<file path="src/rtl/pipeline_ctrl.sv">
// Hazard and sequencing controller for the 5-stage pipeline: stage enables,
// decode/exec flushes, exec forwarding selects, memory freeze and stall counter.
module pipeline_ctrl #(
   parameter int RA_W    = 4,
   parameter int MEM_LAT = 2,
   parameter int CNT_W   = 16
) (
   input  logic             clk,
   input  logic             rst,
   input  logic [RA_W-1:0]  idRa,
   input  logic [RA_W-1:0]  idRb,
   input  logic             idUsesA,
   input  logic             idUsesB,
   input  logic [RA_W-1:0]  exRc,
   input  logic             exRegWrite,
   input  logic             exMemToReg,
   input  logic             exBranchTaken,
   input  logic             memReq,
   output logic             enF,
   output logic             enD,
   output logic             enE,
   output logic             enM,
   output logic             enW,
   output logic             flushD,
   output logic             flushE,
   output logic             Fa,
   output logic             Fb,
   output logic [CNT_W-1:0] stallCount
);

   localparam logic [1:0] ST_INIT = 2'd0;
   localparam logic [1:0] ST_RUN  = 2'd1;
   localparam logic [1:0] ST_WAIT = 2'd2;

   localparam int CW = (MEM_LAT > 0) ? $clog2(MEM_LAT + 1) : 1;

   logic [1:0]       state_q, state_d;
   logic [CW-1:0]    cnt_q, cnt_d;
   logic             fa_q, fa_d;
   logic             fb_q, fb_d;
   logic [CNT_W-1:0] stall_q, stall_d;
   logic             load_use;
   logic             fwd_a;
   logic             fwd_b;

   assign load_use = exMemToReg & exRegWrite &
                     ((idUsesA & (idRa == exRc)) | (idUsesB & (idRb == exRc)));
   assign fwd_a = idUsesA & exRegWrite & ~exMemToReg & (idRa == exRc);
   assign fwd_b = idUsesB & exRegWrite & ~exMemToReg & (idRb == exRc);

   always_comb begin
      state_d = state_q;
      cnt_d   = cnt_q;
      enF     = 1'b0;
      enD     = 1'b0;
      enE     = 1'b0;
      enM     = 1'b0;
      enW     = 1'b0;
      flushD  = 1'b0;
      flushE  = 1'b0;
      case (state_q)
         ST_INIT: begin
            flushD  = 1'b1;
            flushE  = 1'b1;
            state_d = ST_RUN;
         end
         ST_RUN: begin
            enF = 1'b1;
            enD = 1'b1;
            enE = 1'b1;
            enM = 1'b1;
            enW = 1'b1;
            // enables stay high on the request cycle so the access starts
            if (memReq && (MEM_LAT > 0)) begin
               state_d = ST_WAIT;
               cnt_d   = CW'(MEM_LAT);
            end else if (exBranchTaken) begin
               flushD = 1'b1;
               flushE = 1'b1;
            end else if (load_use) begin
               enF    = 1'b0;
               enD    = 1'b0;
               flushE = 1'b1;
            end
         end
         ST_WAIT: begin
            cnt_d = cnt_q - CW'(1);
            if (cnt_q == CW'(1)) begin
               state_d = ST_RUN;
            end
         end
         default: begin
            flushD  = 1'b1;
            flushE  = 1'b1;
            state_d = ST_INIT;
         end
      endcase
   end

   always_comb begin
      fa_d = fa_q;
      fb_d = fb_q;
      if (flushE) begin
         fa_d = 1'b0;
         fb_d = 1'b0;
      end else if (enE) begin
         fa_d = fwd_a;
         fb_d = fwd_b;
      end
   end

   always_comb begin
      stall_d = stall_q;
      if (((state_q == ST_RUN) || (state_q == ST_WAIT)) && !enD && (stall_q != '1)) begin
         stall_d = stall_q + CNT_W'(1);
      end
   end

   always_ff @(posedge clk or posedge rst) begin
      if (rst) begin
         state_q <= ST_INIT;
         cnt_q   <= '0;
         fa_q    <= 1'b0;
         fb_q    <= 1'b0;
         stall_q <= '0;
      end else begin
         state_q <= state_d;
         cnt_q   <= cnt_d;
         fa_q    <= fa_d;
         fb_q    <= fb_d;
         stall_q <= stall_d;
      end
   end

   assign Fa         = fa_q;
   assign Fb         = fb_q;
   assign stallCount = stall_q;

endmodule
</file>
<file path="config.mk">
export PLATFORM = sky130hd
export DESIGN_NAME = pipeline_ctrl
export DESIGN_NICKNAME = d
export VERILOG_FILES = /design/src/rtl/pipeline_ctrl.sv
export SDC_FILE = /design/constraint.sdc
export NUM_CORES = 1
export LEC_CHECK = 0
export CAP_MARGIN = 20
export CORE_MARGIN = 3
export CORE_UTILIZATION = 48
export DETAILED_ROUTE_END_ITERATION = 6
export GPL_ROUTABILITY_DRIVEN = 1
export MAX_ROUTING_LAYER = met4
export PLACE_DENSITY_LB_ADDON = 0.05
export SYNTH_ARGS = -nofsm -noshare
export SYNTH_HDL_FRONTEND = slang
export SYNTH_SLANG_ARGS = --single-unit
</file>
<file path="constraint.sdc">
create_clock -name clk -period 4.38 [get_ports clk]
set_clock_uncertainty 0.05 [all_clocks]
set_input_delay 0.876 -clock clk [delete_from_list [all_inputs] [get_ports clk]]
set_output_delay 0.876 -clock clk [all_outputs]
set_load 0.02 [all_outputs]
</file>
; Word-level counts from Yosys, hierarchy flattened
; Index checks and enable logic that the tools add are counted.
[word_totals]
ff_bits = 22
input_bits = 20
output_inout_bits = 25
[op_classes]
n_addsub = 2
n_eq_ne = 8
mux = 20
bitwise_logic = 12
n_reduce_logical = 9
[op_table]
columns = op, n
row1 = "16-bit by 1-bit adder with 16-bit output, second input constant", 1
row2 = "16-bit != test, second input constant", 1
row3 = 1-bit two-way mux, 14
row4 = 1-bit bitwise AND, 10
row5 = 4-bit equality test, 2
row6 = 2-bit case mux with 3 select lines, 1
row7 = "2-bit by 1-bit equality test with 1-bit output, second input constant", 2
row8 = 2-bit two-way mux, 2
row9 = "2-bit != test, second input constant", 2
row10 = 1-bit case mux with 2 select lines, 2
row11 = 2-bit case mux with 2 select lines, 1
row12 = 2-bit AND reduction, 2
row13 = 2-bit nonzero test, 2
row14 = "2-bit equality test, second input constant", 1
row15 = 1-bit logical AND, 2
row16 = 2-bit logical NOT, 1
row17 = "2-bit by 1-bit subtractor with 2-bit output, second input constant", 1
row18 = 1-bit logical NOT, 1
row19 = 1-bit logical OR, 1
row20 = 1-bit inverter, 1
row21 = 1-bit OR, 1

; Logic depth before layout (Yosys ltp)
; Gate-level depths: netlist (run 1).
[logic_depth]
ltp_word = 11
depth_mapped = 7

; Least setup slack after synthesis (run 1)
; OpenSTA, ideal clock, no wires.
[synth_timing]
kind = input to output
from = input idRa[0]
to = output flushE
arrival_time_ps = 2041
slack_ps = 1413
path_stages = 5
path_cell_list = xnor2_1 -> nand3_1 -> nor2_1 -> nor2_1 -> o41ai_1
[synth_between]
elab_chain_cells = 8
[synth_lines]
columns = item, line_no
row1 = start: declaration, 10  ; input logic [RA_W-1:0] idRa,
row2 = 4-bit equality test, 47  ; ((idUsesA & (idRa == exRc)) | (idUsesB & (idRb == exRc)));
row3 = 1-bit bitwise AND, 47
row4 = 1-bit OR, 47
row5 = 1-bit bitwise AND, 46  ; assign load_use = exMemToReg & exRegWrite &
row6 = 1-bit two-way mux, 80  ; end else if (load_use) begin
row7 = 1-bit two-way mux, 77  ; end else if (exBranchTaken) begin
row8 = 1-bit two-way mux, 74  ; if (memReq && (MEM_LAT > 0)) begin
row9 = 1-bit case mux with 2 select lines, 61  ; case (state_q)
row10 = end: declaration, 25  ; output logic flushE,
; No other way between the ends.

; Final worst setup path (run 1)
[layout_timing]
from = input exRc[2]
to = output flushE
[layout_between]
elab_chain_cells = 8
elab_cells_between_ends = 10
[layout_lines]
columns = item, line_no
row1 = start: declaration, 14  ; input logic [RA_W-1:0] exRc,
row2 = 4-bit equality test, 47
row3 = 1-bit bitwise AND, 47
row4 = 1-bit OR (*), 47
row5 = 1-bit bitwise AND (*), 46
row6 = 1-bit two-way mux (*), 80
row7 = 1-bit two-way mux (*), 77
row8 = 1-bit two-way mux (*), 74
row9 = 1-bit case mux with 2 select lines (*), 61
; Every way passes the cells marked *; elsewhere a longest branch is shown, timed or not.

==> flow_results.xml, run 1 <==
<?xml version="1.0" encoding="UTF-8"?>
<metrics>
  <group name="layout">
    <metric name="layout.core_utilization" unit="">0.6977</metric>
    <metric name="nNetsFinal" unit="">196</metric>
    <metric name="post_route_cells_drive_above_1_share" unit="">0.05780</metric>
    <metric name="design_area" unit="mm^2">0.001744</metric>
    <metric name="diodes" unit="">0</metric>
    <metric name="layout-area-overhead-vs-synth" unit="%">36.93</metric>
  </group>
  <group name="pwr">
    <metric name="vdd_drop_max" unit="V">0.0004147</metric>
    <metric name="combPwrFrac" unit="">0.500</metric>
    <metric name="share_clk_of_total_power" unit="">0.136</metric>
    <metric name="p_leak" unit="nW">0.7493</metric>
    <metric name="power.total" unit="uW">829.0</metric>
    <metric name="internal_power" unit="uW">494.3</metric>
    <metric name="seq_power_share" unit="">0.364</metric>
    <metric name="power.share.switching" unit="">0.4037</metric>
    <metric name="cellPowerDensity" unit="mW/mm^2">475.3</metric>
    <metric name="net-switching-power" unit="uW">334.7</metric>
  </group>
  <group name="yosys">
    <metric name="synth_enable_flop_cells" unit="">0</metric>
    <metric name="synth_area_leaders" unit="">dfrtp_1 (43%), xnor2_1 (6.9%), xor2_1 (6.9%)</metric>
    <metric name="synth_cell_types" unit="">39</metric>
    <metric name="synth.cells.most_frequent" unit="">dfrtp_1 (22), nand2_1 (13), nor2_1 (12)</metric>
    <metric name="netlist_instances" unit="">131</metric>
    <metric name="yosysWarnings" unit="">0</metric>
    <metric name="proportion_of_synthesized_chip_area_in_sequential_cells" unit="">0.4322</metric>
    <metric name="post_synth_instance_area" unit="mm^2">0.001274</metric>
    <metric name="dominantRegCellSynth" unit="">dfrtp_1</metric>
    <metric name="synth_largest_area_cell" unit="">dfrtp_1</metric>
    <metric name="most_common_cell_in_the_netlist" unit="">dfrtp_1</metric>
    <metric name="synthesis.nets" unit="">153</metric>
    <metric name="synth_top_area_share" unit="">0.4322</metric>
    <metric name="synth_register_bits" unit="">22</metric>
    <metric name="synth_area_per_cell" unit="um^2">9.723</metric>
    <metric name="postSynth.asyncResetShare" unit="">1.000</metric>
  </group>
  <group name="critical_path">
    <metric name="crit_path_end_kind" unit="">output port</metric>
    <metric name="setup.reg_to_reg.worst_slack" unit="ps">2330</metric>
    <metric name="critical_path_required" unit="ps">3450</metric>
    <metric name="critPathKind" unit="">input pin to output port</metric>
    <metric name="worstRegToRegCells" unit="">6</metric>
    <metric name="r2r-end" unit="">stallCount[10]</metric>
    <metric name="cp-start-kind" unit="">input pin</metric>
    <metric name="crit_fanout" unit="">2</metric>
    <metric name="cp.arrival" unit="ps">2780</metric>
    <metric name="rr_startpoint" unit="">state_q[1]</metric>
  </group>
  <group name="floorplanning">
    <metric name="core_area" unit="mm^2">0.002500</metric>
    <metric name="floorplan.die_area" unit="mm^2">0.003307</metric>
    <metric name="std_cell_rows" unit="">18</metric>
    <metric name="die_span_in_x" unit="um">57.51</metric>
    <metric name="num_io_pins" unit="">45</metric>
    <metric name="floorplan.initialDensity" unit="">0.5095</metric>
    <metric name="die_height" unit="um">57.51</metric>
  </group>
  <group name="sta">
    <metric name="slew-limit-headroom" unit="">0.4383</metric>
    <metric name="worst_pin_slew" unit="ps">841.6</metric>
    <metric name="maxSlewViolCount" unit="">0</metric>
    <metric name="setup_tns_after_final_layout" unit="ps">0</metric>
    <metric name="layout_setup_ws" unit="ps">673.3</metric>
    <metric name="final_hold_viol_count" unit="">0</metric>
    <metric name="post-route-period-util" unit="">0.8463</metric>
    <metric name="min_period" unit="ps">3707</metric>
    <metric name="max_freq" unit="MHz">269.8</metric>
    <metric name="final-setup-viol-count" unit="">0</metric>
    <metric name="grt_setup_unrepaired" unit="">no</metric>
  </group>
  <group name="worst_hold_path">
    <metric name="hold_path_startpoint" unit="">stallCount[14]</metric>
    <metric name="hold_path_endpoint" unit="">stallCount[14]</metric>
    <metric name="hold_depth" unit="">1</metric>
    <metric name="worstHoldPathType" unit="">flip-flop to flip-flop</metric>
  </group>
  <group name="clock_network">
    <metric name="tritoncts_num_sinks" unit="">22</metric>
    <metric name="ctsResizeCount" unit="">0</metric>
    <metric name="cts_setup_buffers" unit="">0</metric>
    <metric name="cts-buffers-inserted" unit="">3</metric>
    <metric name="cts_hold_buf" unit="">0</metric>
    <metric name="clock_tree_from_tritoncts" unit="">built</metric>
    <metric name="clk-insertion-delay-late" unit="ps">300</metric>
    <metric name="cts_root_buf" unit="">clkbuf_4</metric>
    <metric name="cts.reportedPaths.clkPinSlew" unit="ps">120</metric>
    <metric name="clockBufferDepth" unit="">2</metric>
    <metric name="cts_htree_levels" unit="">1</metric>
  </group>
  <group name="detailed_routing">
    <metric name="detail_route.wl_per_cell" unit="um">14.03</metric>
    <metric name="postRouteWirelength" unit="mm">2.848</metric>
    <metric name="via_count" unit="">1077</metric>
    <metric name="detail-route-antenna-nets" unit="">0</metric>
    <metric name="drtPass1Iterations" unit="">4</metric>
    <metric name="route.detailed.drc" unit="">0</metric>
    <metric name="via_per_inst" unit="">5.305</metric>
    <metric name="detailedRoute.firstIterationViolations" unit="">38</metric>
  </group>
  <group name="grt">
    <metric name="congestion_overflow_gr" unit="">0</metric>
    <metric name="globalRouteTotalUtil" unit="">0.1920</metric>
    <metric name="grt_antenna_before_repair" unit="">0</metric>
    <metric name="first_global_vias" unit="">1071</metric>
    <metric name="grt_max_degree" unit="">23</metric>
    <metric name="grt_first_pass_wirelength" unit="mm">4.878</metric>
  </group>
  <group name="placed_design">
    <metric name="dpl.hpwl" unit="mm">2.222</metric>
    <metric name="numPortBuffers" unit="">44</metric>
    <metric name="gp_congestion" unit="">0.7898</metric>
    <metric name="worst_slack_at_placement" unit="ps">667.6</metric>
    <metric name="placement.cell_area" unit="mm^2">0.001708</metric>
  </group>
  <group name="flow_run">
    <metric name="max_cap_viols" unit="">0</metric>
  </group>
  <group name="status">
    <metric name="result_of_the_run" unit="">finished clean</metric>
  </group>
</metrics>
[worst max path at each step]
stage,endpoint,cells after the start,slack (ps),from
2_1_floorplan,flushE,5,1410,idRa[0]
3_5_place_dp,flushE,7,670,exRc[2]
6_report,flushE,7,670,exRc[2]
3_3_place_gp,flushE,7,670,exRc[2]
4_1_cts,flushE,7,660,exRc[2]
5_1_grt,flushE,7,500,exRc[2]
[cells by family after synthesis]
family	Yosys count	synth area share
XOR/XNOR	20	0.1375
buffers and inverters	12	0.05206
flip-flops	22	0.4322
multiplexers	2	0.01768
adder cells (fa/ha/maj)	2	0.01964
AO/OA/AOI/OAI	17	0.09530
AND/OR/NAND/NOR	56	0.2456
[layout by cell type, fill, tap and decap left out, types with 2 or more instances in the layout]
| cell | n |
|---|---|
| inv_1 | 6 |
| nand2b_1 | 3 |
| and3_1 | 2 |
| nor2b_1 | 3 |
| nor3_1 | 3 |
| ha_1 | 2 |
| nand4_1 | 2 |
| or3_1 | 2 |
| clkdlybuf4s50_1 | 44 |
| nor2_1 | 12 |
| dfrtp_1 | 22 |
| nand3_1 | 9 |
| clkbuf_4 | 3 |
| xor2_1 | 10 |
| nand2_1 | 13 |
| xnor2_1 | 10 |
| a22o_1 | 2 |
| o21ai_0 | 4 |
[flip-flops by register name, summed over array words and instances (netlist names)]
signal,cells
stallCount,16
state_q,2
cnt_q,2
Fa,1
Fb,1
[final cells by class]
type | instances | area, um^2
Clock buffer | 4 | 36.28
Fill cell | 188 | 755.7
Inverter | 6 | 22.52
Multi-Input combinational cell | 97 | 656.9
Sequential cell | 22 | 550.5
Tap cell | 30 | 37.54
Timing Repair Buffer | 44 | 440.4
[power by group through the flow]
stage	clock, mW	sequential, mW	combinational, mW
CTS	0.117	0.302	0.421
global placement	0	0.303	0.411
detailed placement	0	0.306	0.418
finish	0.113	0.302	0.414
global route	0.122	0.311	0.455
floorplan	0	0.331	0.229
[metal layers]
layer | routed length (um) | vias up | global-route usage
met5 | 0 | - | -
met4 | 19 | 0 | 0.05298
met3 | 151 | 2 | 0.02941
met2 | 1467 | 31 | 0.3194
met1 | 1210 | 512 | 0.2415
li1 | - | 532 | -
[worst max-delay path, stage by stage]
cell	delay (ps)
clkdlybuf4s50_1	520
xnor2_1	130
nand3_1	130
nor2_1	160
nor2_1	70
o41ai_1	240
clkdlybuf4s50_1	660
[per-stage QoR]
stage	hold WS, ps	instances
6_report	455.9	203
5_1_grt	476.2	203
4_1_cts	455.4	203
3_5_place_dp	437.4	199
3_3_place_gp	423.7	199
2_1_floorplan	426.6	131
No activity file was read; power rests on OpenSTA's default activity.
==> run 2: changes to the inputs <==
- CORE_UTILIZATION: 48 -> 44
- clock period: 4.38 -> 3.83 ns (I/O delays scaled with it)
==> run 2 against run 1 <==
Final cell count shrank 0.49%. Critical path type unchanged. Highest routed layer unchanged. Utilization shrank 3.5 points. Combinational power grew 15%.
==> flow_results.xml, run 2 (synthesis gave the netlist of run 1 again) <==
<?xml version="1.0" encoding="UTF-8"?>
<metrics>
  <group name="pwr">
    <metric name="p_leak" unit="nW">0.7421</metric>
    <metric name="cellPowerDensity" unit="mW/mm^2">534.3</metric>
    <metric name="power.total" unit="uW">924.6</metric>
    <metric name="vdd_drop_max" unit="V">0.0005456</metric>
  </group>
  <group name="floorplanning">
    <metric name="die_span_in_x" unit="um">59.81</metric>
    <metric name="std_cell_rows" unit="">18</metric>
    <metric name="floorplan.die_area" unit="mm^2">0.003577</metric>
    <metric name="core_area" unit="mm^2">0.002613</metric>
    <metric name="num_io_pins" unit="">45</metric>
    <metric name="die_height" unit="um">59.81</metric>
    <metric name="floorplan.initialDensity" unit="">0.4875</metric>
  </group>
  <group name="layout">
    <metric name="final_cell_count_no_fill" unit="">202</metric>
    <metric name="most-common-layout-cells" unit="">clkdlybuf4s50_1 (44), dfrtp_1 (22), nand2_1 (13)</metric>
    <metric name="layout-area-overhead-vs-synth" unit="%">35.85</metric>
    <metric name="diodes" unit="">0</metric>
    <metric name="largest_register_ff_count" unit="">16</metric>
    <metric name="post_route_cells_drive_above_1_share" unit="">0.05233</metric>
    <metric name="nNetsFinal" unit="">196</metric>
    <metric name="design_area" unit="mm^2">0.001730</metric>
    <metric name="most_common_cell_after_layout_fill_and_taps_aside" unit="">clkdlybuf4s50_1</metric>
  </group>
  <group name="worst_hold_path">
    <metric name="worstHoldPathType" unit="">flip-flop to flip-flop</metric>
  </group>
  <group name="critical_path">
    <metric name="cp-start-kind" unit="">input pin</metric>
    <metric name="critical_path_required" unit="ps">3010</metric>
    <metric name="crit_path_end_kind" unit="">output port</metric>
    <metric name="cp_cell_sequence" unit="">clkdlybuf4s50_1 -&gt; xnor2_1 -&gt; nand3_1 -&gt; nor2_1 -&gt; nor2_1 -&gt; o41ai_1 -&gt; clkdlybuf4s50_1</metric>
    <metric name="slowest_delay" unit="ps">670</metric>
    <metric name="crit_fanout" unit="">2</metric>
    <metric name="critPathKind" unit="">input pin to output port</metric>
    <metric name="crit_slowest_cell" unit="">clkdlybuf4s50_1</metric>
    <metric name="cp.arrival" unit="ps">2700</metric>
  </group>
  <group name="sta">
    <metric name="final_hold_viol_count" unit="">0</metric>
    <metric name="grt_setup_unrepaired" unit="">no</metric>
    <metric name="post-route-period-util" unit="">0.9175</metric>
    <metric name="layout_setup_ws" unit="ps">315.9</metric>
    <metric name="slew-limit-headroom" unit="">0.4467</metric>
    <metric name="final-setup-viol-count" unit="">0</metric>
    <metric name="setup_tns_after_final_layout" unit="ps">0</metric>
    <metric name="min_period" unit="ps">3514</metric>
    <metric name="worst_pin_slew" unit="ps">829.1</metric>
    <metric name="max_freq" unit="MHz">284.6</metric>
    <metric name="maxSlewViolCount" unit="">0</metric>
  </group>
  <group name="grt">
    <metric name="grt_antenna_before_repair" unit="">0</metric>
    <metric name="congestion_overflow_gr" unit="">0</metric>
    <metric name="grt_first_pass_wirelength" unit="mm">4.712</metric>
    <metric name="grt_max_degree" unit="">23</metric>
    <metric name="first_global_vias" unit="">1081</metric>
    <metric name="globalRouteTotalUtil" unit="">0.1784</metric>
  </group>
  <group name="detailed_routing">
    <metric name="detail-route-antenna-nets" unit="">0</metric>
    <metric name="via_per_inst" unit="">5.351</metric>
    <metric name="via_count" unit="">1081</metric>
    <metric name="drtPass1Iterations" unit="">4</metric>
    <metric name="postRouteWirelength" unit="mm">2.844</metric>
    <metric name="route.detailed.drc" unit="">0</metric>
    <metric name="detailedRoute.firstIterationViolations" unit="">40</metric>
    <metric name="detail_route.wl_per_cell" unit="um">14.08</metric>
  </group>
  <group name="placed_design">
    <metric name="placement.cell_area" unit="mm^2">0.001708</metric>
    <metric name="numPortBuffers" unit="">44</metric>
    <metric name="dpl_cells" unit="">199</metric>
    <metric name="dpl.hpwl" unit="mm">2.260</metric>
    <metric name="gp_congestion" unit="">0.8088</metric>
    <metric name="worst_slack_at_placement" unit="ps">315.5</metric>
  </group>
  <group name="status">
    <metric name="result_of_the_run" unit="">finished clean</metric>
  </group>
  <group name="clock_network">
    <metric name="cts_htree_levels" unit="">1</metric>
    <metric name="cts_setup_buffers" unit="">0</metric>
    <metric name="clock_tree_from_tritoncts" unit="">built</metric>
    <metric name="cts_root_buf" unit="">clkbuf_4</metric>
    <metric name="clk-insertion-delay-late" unit="ps">300</metric>
    <metric name="cts_hold_buf" unit="">0</metric>
    <metric name="clockBufferDepth" unit="">2</metric>
    <metric name="ctsResizeCount" unit="">0</metric>
    <metric name="cts.reportedPaths.clkPinSlew" unit="ps">110</metric>
    <metric name="cts-buffers-inserted" unit="">3</metric>
    <metric name="tritoncts_num_sinks" unit="">22</metric>
  </group>
  <group name="flow_run">
    <metric name="max_cap_viols" unit="">0</metric>
  </group>
</metrics>
run 2: changes by cell type in the layout (fill, tap and decap cells not counted), sizes merged:
cell,delta
clkbuf,-1
run 2: metal layers:
layer	up-vias	global-route usage	share of wire
met3	4	0.03456	0.050
met1	513	0.2225	0.45
met4	0	0.05696	0.0081
met2	34	0.2901	0.49
li1	530	-	-
met5	-	-	0
run 2: metrics by stage:
| step | utilization | hold slack [ps] |
|---|---|---|
| 2_1_floorplan | - | 426.6 |
| 3_3_place_gp | 0.6537 | 431.3 |
| 3_5_place_dp | 0.6537 | 441.8 |
| 4_1_cts | 0.6624 | 457.9 |
| 5_1_grt | 0.6624 | 481.5 |
| 6_report | 0.6624 | 454.5 |
run 2: final cells by class:
class	instances	area, um^2
inverter	6	22.52
clock buffer	3	22.52
timing repair buffer	44	440.4
multi-input combinational	97	656.9
sequential	22	550.5
fill	214	882.1
tap	30	37.54
run 2: where the power goes:
part           internal (mW)  total, mW  leakage, nW  switching, mW
registers              0.285      0.345        0.288         0.0607
logic                  0.224      0.478        0.441          0.254
clock network         0.0367      0.102       0.0138         0.0649
run 2: worst paths after layout:
path | cells after the start | slack, ps | startpoint | to
min in group asynchronous | 2 | 890 | rst | stallCount[1]
min reg2reg | 1 | 450 | stallCount[7] | stallCount[7]
max | 7 | 320 | exRc[2] | flushE
max in group asynchronous | 2 | 2330 | rst | stallCount[10]
max reg2reg | 6 | 1820 | stallCount[0] | stallCount[1]
min | 1 | 450 | stallCount[7] | stallCount[7]
run 2: worst max-delay path: cells and delay by family:
| kind | cells | cell delay, ps |
|---|---|---|
| XOR/XNOR | 1 | 130 |
| buffers and inverters | 2 | 1180 |
| AO/OA/AOI/OAI | 1 | 250 |
| AND/OR/NAND/NOR | 3 | 370 |
==> RTL edit: new RTL, flow settings as in run 2 <==
Change the parameter `RA_W` from 4 to 6.
--- a/src/rtl/pipeline_ctrl.sv
+++ b/src/rtl/pipeline_ctrl.sv
@@ -1,7 +1,7 @@
 // Hazard and sequencing controller for the 5-stage pipeline: stage enables,
 // decode/exec flushes, exec forwarding selects, memory freeze and stall counter.
 module pipeline_ctrl #(
-   parameter int RA_W    = 4,
+   parameter int RA_W    = 6,
    parameter int MEM_LAT = 2,
    parameter int CNT_W   = 16
 ) (
Interface: changed (resized exRc, idRa and idRb); port bits go from 45 to 51. No check against the original RTL was run, so the function may have changed too.
==> RTL edit against run 2 <==
Sequential cell count did not move; hold slack improved by 0.0075 ns; cell area rose by 15%; cell count rose by 8.9%; total power rose by 8.7%; via count rose by 3.3%; routed wire length rose by 13%; setup slack got worse by 0.067 ns; maximum frequency fell by 1.9%; synthesized cell count fell by 3.1%; die area rose by 12%; synthesized area rose by 13%; highest routed layer unchanged.
==> RTL edit: results (changes against run 2) <==
status: completed
cell count of the worst reg-to-reg path: 5 (-1)
fraction of layout cells with a size suffix above 1: 0.153 (+0.101)
GPL Wtd Cong: 0.831 (+2.8%)
Worst Path Arrival: 2.77 ns (+0.07 ns)
CP max stage delay: 0.65 ns (-0.02 ns)
post-synthesis mux area share: 0.0104 (-0.00728)
reported clock group power: 0.109 mW (+7%)
post-route met1 wirelength: 1530 um (+18%)
dpl ws: 0.238 ns (-0.0771 ns)
P_comb: 0.548 mW (+15%)
net switching power: 0.435 mW (+15%)
DR WL met2: 1500 um (+8.2%)
register clock-pin slew on the reported worst setup and hold paths: 0.13 ns (+0.02 ns)
Multi-input gate area: 815 um2 (+24%)
syn_nets: 155 (+1.3%)
sequential fraction of the synthesis area: 0.381 (-0.0509)
Synth Area in Adders: 0.0173 (-0.00232)
Nets: 206 (+5.1%)
routed len/inst: 14.6 um (+3.4%)
complex-gate fraction of the synthesized area: 0.190 (+0.0945)
internal power: 0.570 mW (+4.6%)
Avg Cell Area, Syn: 11.4 um2 (+17%)
Via density: 5.08 (-5.1%)
hpwl dp: 2480 um (+9.8%)
DR WL met3: 155 um (+9.2%)
first-pass GRT wire length: 5420 um (+15%)
placed cell count: 217 (+9.0%)
GRT Total Usage: 0.171 (-0.00752)
number of global-route vias before repair: 1101 (+1.9%)
worst-margin pin slew: 0.875 ns (+0.0461 ns)
XOR/XNOR share of the synthesized area: 0.164 (+0.0263)
post-route insts no fill: 220 (+8.9%)
Area contributors post-synth: dfrtp_1, xor2_1, a211oi_2
DP Area: 1960 um2 (+15%)
leak pwr: 0.678 nW (-8.6%)
[RTL edit: cell count changes after synthesis, sizes merged, moves of 3 or more]
| cell | run 2 | this run |
|---|---|---|
| a2111oi | 0 | 3 |
| a211oi | 1 | 9 |
| nand2 | 13 | 7 |
| nand3 | 9 | 6 |
| nor2 | 12 | 5 |
| o21ai | 5 | 1 |
| xor2 | 10 | 18 |
[RTL edit: final cells by class]
| class | count | share of cell area |
|---|---|---|
| Sequential cell | 22 | 0.277 |
| Inverter | 7 | 0.0132 |
| Timing Repair Buffer | 52 | 0.260 |
| Tap cell | 44 | 0.0277 |
| Clock buffer | 3 | 0.0113 |
| Multi-Input combinational cell | 92 | 0.410 |
[RTL edit: critical path: cells and delay by family]
kind	cells	cell delay (ns)
AOI/OAI and AO/OA	1	0.25
xor gates and xnor gates	1	0.13
buffers and inverters	2	1.16
and+or+nand+nor	3	0.46
[RTL edit: routing by layer]
layer	vias to the layer above	global-route usage
met5	-	-
met4	0	0.0323
met3	2	0.0428
met2	25	0.249
met1	542	0.242
li1	548	-
[RTL edit: cell families after synthesis]
group | after synthesis
fa+ha+maj | 2
simple gates | 37
compound gates | 25
buf+inv | 13
flops | 22
xor+xnor | 27
mux | 1
[RTL edit: final timing paths]
| kind | end | start | slack (ns) |
|---|---|---|---|
| max in group asynchronous | state_q[1]$_DFFE_PP0P_ | rst | 2.32 |
| min in group asynchronous | stallCount[6]$_DFFE_PP0P_ | rst | 0.86 |
| min reg2reg | stallCount[11]$_DFFE_PP0P_ | stallCount[11]$_DFFE_PP0P_ | 0.46 |
| max | flushE | exRc[0] | 0.25 |
| min | stallCount[11]$_DFFE_PP0P_ | stallCount[11]$_DFFE_PP0P_ | 0.46 |
| max reg2reg | stallCount[1]$_DFFE_PP0P_ | stallCount[1]$_DFFE_PP0P_ | 1.44 |
